===== config.mk =====
export PLATFORM = sky130hd
export DESIGN_NAME = fpu_mul
export DESIGN_NICKNAME = d
export VERILOG_FILES = /design/src/rtl/fpu_mul.sv
export SDC_FILE = /design/constraint.sdc
export NUM_CORES = 2
export LEC_CHECK = 0
export BUFFER_PORTS_ARGS = -buffer_cell sky130_fd_sc_hd__clkbuf_2
export CORE_MARGIN = 1.5
export CORE_UTILIZATION = 45
export DETAILED_ROUTE_END_ITERATION = 8
export SYNTH_ARGS = -nofsm -noshare
export SYNTH_HDL_FRONTEND = slang
export SYNTH_SLANG_ARGS = --single-unit

===== constraint.sdc =====
create_clock -name vclk -period 17.12
set_input_delay 0.856 -clock vclk [all_inputs]
set_output_delay 0.856 -clock vclk [all_outputs]
set_load 0.05 [all_outputs]

===== src/rtl/fpu_mul.sv =====
// fpu_mul: IEEE-754 binary32 multiplier, round-to-nearest-ties-to-even.
// Full subnormal support (inputs and gradual-underflow outputs).
// Every NaN result is emitted as the canonical quiet NaN 32'h7FC00000.
//
// Ports:
//   i_clk    - clock (used only with FPU_MUL_OUT_REG_EN)
//   i_rst_n  - asynchronous active-low reset (used only with FPU_MUL_OUT_REG_EN)
//   i_32_a   - binary32 multiplicand
//   i_32_b   - binary32 multiplier
//   o_32_mul - binary32 product a*b
//
// Configuration macro FPU_MUL_OUT_REG_EN:
//   defined   : o_32_mul is registered on i_clk (1-cycle latency, cleared by reset)
//   undefined : o_32_mul is purely combinational (latency 0)
module fpu_mul #(
  parameter int unsigned SIZE_DATA = 32
) (
  input  logic                 i_clk,
  input  logic                 i_rst_n,
  input  logic [SIZE_DATA-1:0] i_32_a,
  input  logic [SIZE_DATA-1:0] i_32_b,
  output logic [SIZE_DATA-1:0] o_32_mul
);

  localparam int unsigned EXP_W  = 8;
  localparam int unsigned FRAC_W = 23;
  localparam int unsigned SIG_W  = FRAC_W + 1;
  localparam int unsigned PROD_W = 2 * SIG_W;
  localparam int unsigned IEXP_W = 12;
  localparam logic [31:0] QNAN   = 32'h7FC0_0000;

  // Leading-zero count of the 48-bit significand product.
  // The scan runs upward so the highest set bit wins.
  function automatic logic [5:0] lzc48(input logic [PROD_W-1:0] v);
    logic [5:0] n;
    n = 6'd48;
    for (int i = 0; i < int'(PROD_W); i++) begin
      if (v[i]) n = 6'(47 - i);
    end
    return n;
  endfunction

  // Operand fields
  logic              sign_a, sign_b, sign_r;
  logic [EXP_W-1:0]  exp_a, exp_b, exp_a_eff, exp_b_eff;
  logic [FRAC_W-1:0] frac_a, frac_b;
  logic [SIG_W-1:0]  sig_a, sig_b;

  // Classification
  logic a_nan, b_nan, a_inf, b_inf, a_zero, b_zero;

  // Datapath
  logic [PROD_W-1:0]        prod;
  logic [5:0]               lz;
  logic [PROD_W-1:0]        norm;
  logic [IEXP_W-1:0]        exp_u;
  logic signed [IEXP_W-1:0] exp_s;
  logic [4:0]               shamt;
  logic [PROD_W-1:0]        work;
  logic                     lost;
  logic [EXP_W-1:0]         exp_field;
  logic                     guard_b, round_b, sticky_b, lsb_b, rnd_up;
  logic [EXP_W+FRAC_W-1:0]  mag;
  logic                     ovf;
  logic [31:0]              mul_c;
  logic                     unused_c;

  // Unpack and classify both operands
  always_comb begin
    sign_a    = i_32_a[31];
    sign_b    = i_32_b[31];
    exp_a     = i_32_a[30:23];
    exp_b     = i_32_b[30:23];
    frac_a    = i_32_a[22:0];
    frac_b    = i_32_b[22:0];
    sign_r    = sign_a ^ sign_b;

    a_nan     = (exp_a == 8'hFF) && (frac_a != '0);
    b_nan     = (exp_b == 8'hFF) && (frac_b != '0);
    a_inf     = (exp_a == 8'hFF) && (frac_a == '0);
    b_inf     = (exp_b == 8'hFF) && (frac_b == '0);
    a_zero    = (exp_a == '0) && (frac_a == '0);
    b_zero    = (exp_b == '0) && (frac_b == '0);

    // Subnormals: hidden bit 0, exponent field treated as 1
    exp_a_eff = (exp_a == '0) ? 8'd1 : exp_a;
    exp_b_eff = (exp_b == '0) ? 8'd1 : exp_b;
    sig_a     = {(exp_a != '0), frac_a};
    sig_b     = {(exp_b != '0), frac_b};
  end

  // Multiply, normalise, align for underflow, round and pack
  always_comb begin
    prod      = PROD_W'(sig_a) * PROD_W'(sig_b);
    lz        = lzc48(prod);
    norm      = prod << lz;

    // norm = 1.f * 2^-47 scaled, so biased exponent is ea+eb-127+1-lz
    exp_u     = IEXP_W'(exp_a_eff) + IEXP_W'(exp_b_eff) - IEXP_W'(126) - IEXP_W'(lz);
    exp_s     = $signed(exp_u);

    shamt     = '0;
    work      = norm;
    lost      = 1'b0;
    exp_field = exp_u[EXP_W-1:0];

    if (exp_s < 12'sd1) begin
      exp_field = '0;
      if (exp_s <= -12'sd25) begin
        // Shift of 26 or more: everything lands below the round position
        work = '0;
        lost = 1'b1;
      end else begin
        shamt = 5'(IEXP_W'(1) - exp_u);
        work  = norm >> shamt;
        lost  = |(norm & ((PROD_W'(1) << shamt) - PROD_W'(1)));
      end
    end

    guard_b   = work[23];
    round_b   = work[22];
    sticky_b  = (|work[21:0]) | lost;
    lsb_b     = work[24];
    rnd_up    = guard_b & (round_b | sticky_b | lsb_b);

    // Adding on the packed {exp,frac} lets a rounding carry bump the exponent,
    // which also turns the largest subnormal into the minimum normal.
    mag       = {exp_field, work[46:24]} + (EXP_W + FRAC_W)'(rnd_up);
    ovf       = (exp_s >= 12'sd255) || (mag[30:23] == 8'hFF);

    mul_c     = {sign_r, mag};
    if (a_nan || b_nan || (a_inf && b_zero) || (a_zero && b_inf)) begin
      mul_c = QNAN;
    end else if (a_inf || b_inf || ovf) begin
      mul_c = {sign_r, 8'hFF, 23'd0};
    end else if (a_zero || b_zero) begin
      mul_c = {sign_r, 31'd0};
    end
  end

`ifdef FPU_MUL_OUT_REG_EN
  logic [SIZE_DATA-1:0] mul_q;

  // Output register
  always_ff @(posedge i_clk or negedge i_rst_n) begin
    if (!i_rst_n) begin
      mul_q <= '0;
    end else begin
      mul_q <= SIZE_DATA'(mul_c);
    end
  end

  assign o_32_mul = mul_q;
  // work[47] is the hidden bit, implied by the exponent field
  assign unused_c = work[47];
`else
  assign o_32_mul = SIZE_DATA'(mul_c);
  // Clock and reset are kept on the port list for drop-in compatibility
  assign unused_c = ^{work[47], i_clk, i_rst_n};
`endif

endmodule


==> flow_summary.yaml <==
clocking:
  post_cts_buffers: 0
  hold_buffers: 0
  cts-resized-gates: 0
placement:
  hpwl_um: 92100
  gp_congestion: 1.03
  port-buffer-count: 96
cells_and_area:
  syn_to_final_growth_pct: 4.47
  nFlopsAndLatches: 0
  fillers: 7030
  drive_above_1_share: 0.0872
  layout_common_cells: "inv_1, and2_1, fa_1"
  finalNetCount: 4719
  seqCellArea_um2: 0
  multiInputGateArea_mm2: 0.0282
  nClkBuffers: 0
  final_common_cell: "inv_1"
synth:
  synth_cells: 4022
  ys_types: 133
  syn_area_mm2: 0.0315
  synth.yosys.warnings: 0
  syn_avg_cell_area_um2: 7.82
  yosys.area.top_type: "fa_1"
  synth_area_leaders: "fa_1, and2_1, ha_1"
  synth.net_count: 4770
  synth_top_area_share: 0.308
  seq_area_frac_synth: 0
detailed_routing:
  post-route-drc-count: 0
  ant_nets: 0
  vias: 30200
  wirelength_um: 114000
  viasPerCell: 6.17
  drt_pre_antenna_iters: 6
  wire_per_inst_um: 23.3
  drt_iter0_drc: 3074
sta:
  hold_violations: 0
  finalCritPeriodShare: 0.959
  rsz0062_at_grt: "false"
  relSlewSlack: 0.282
  fmax_mhz: 60.9
  slew_viol_final: 0
  worstMarginPinSlew_ps: 1060
  fin_tns_setup_ps: 0
  finalCriticalPeriod_ps: 16430
  setup_viol: 0
setup_path:
  crit_path_frequent_cell: "fa_1"
  start_kind: "input port"
  cpPeakStageDelay_ps: 760
  cp_data_required_time_ps: 16260
  endpoint_kind: "primary output"
  cp_max_fo: 19
  crit_type: "in -> out"
  crit_slowest_cell: "o311ai_1"
  cp.arrival_ps: 15570
global_routing:
  gr-total-overflow: 0
  grt_pass1_wl_um: 179000
  grt_max_degree: 66
  grt_pass1_vias: 30100
  grt_usage: 0.321
  antenna_found_initial: 3
die:
  coreArea_mm2: 0.0689
  start_util: 0.456
  die_y_um: 267
  num_rows: 96
  ioPinCount: 98
  die-area_mm2: 0.0715
  die_w_um: 267
status:
  outcome: "finished clean"
flow_run:
  max-cap-violations: 0
min_path:
  min_path_type: "in -> out"
  whs_path_depth: 4
metal layers:
layer / vias to the layer above / GRT usage / wire length, um / share of wire
met5: - / 0 / 27 / 0.00024
met2: 1367 / 0.516 / 51600 / 0.45
li1: 13500 / - / - / -
met4: 4 / 0.102 / 4160 / 0.036
met3: 256 / 0.0418 / 8900 / 0.078
met1: 15100 / 0.445 / 49500 / 0.43
final timing paths:
check | from | to | slack (ps)
min | i_32_a[31] | o_32_mul[31] | 2160
max | i_32_b[0] | o_32_mul[30] | 690
synth_stat cells (16+ instances only):
cell and n:
o211ai_1 44, o21ai_0 114, buf_2 39, clkbuf_1 179, o221ai_1 19, nand4_1 30, xor2_1 26, o21ai_1 30
nor3_1 125, a21oi_1 135, nand2b_1 24, a211oi_1 53, ha_1 198, o31ai_1 18, inv_1 571, nor4_1 45
o2111ai_1 30, and3_1 32, or3_1 16, xnor2_1 57, a22oi_1 20, fa_1 484, a21o_1 31, and2_1 551
o32ai_1 21, nor2_1 249, or2_2 17, nand2_1 271, o22ai_1 29, a31oi_1 29, o21a_1 20, mux2i_1 44
nand3_1 103
metrics by stage:
stage / setup WS [ps] / instances / hold WS (ps) / utilization / area (um2)
5_1_grt: 61.7 / 4901 / 2210 / 0.477 / 32900
2_1_floorplan: 1790 / 4022 / 1990 / - / 31500
4_1_cts: 548 / 4900 / 2170 / 0.476 / 32800
3_5_place_dp: 592 / 4900 / 2170 / 0.476 / 32800
6_report: 694 / 4902 / 2160 / 0.477 / 32900
3_3_place_gp: 722 / 4900 / 2160 / 0.476 / 32800
area by class of cell:
type | instances | share of cell area
inverter | 576 | 0.0659
multi-input combinational | 3198 | 0.859
antenna | 2 | 0.000152
tap | 931 | 0.0354
timing repair buffer | 195 | 0.0395
cell families after synthesis:
group,after synthesis,synth area share
AND/OR/NAND/NOR,1545,0.267
adder cells (fa/ha/maj),682,0.387
buffers and inverters,824,0.104
AO/OA/AOI/OAI,832,0.200
multiplexers,55,0.0192
XOR/XNOR,84,0.0238
critical path: cells and delay by family:
| family | cells | cell delay (ps) |
|---|---|---|
| adders and majority gates | 10 | 4300 |
| and+or+nand+nor | 13 | 3860 |
| buffers and inverters | 10 | 1530 |
| xor gates and xnor gates | 2 | 430 |
| AOI/OAI and AO/OA | 15 | 4360 |
| muxes | 1 | 150 |
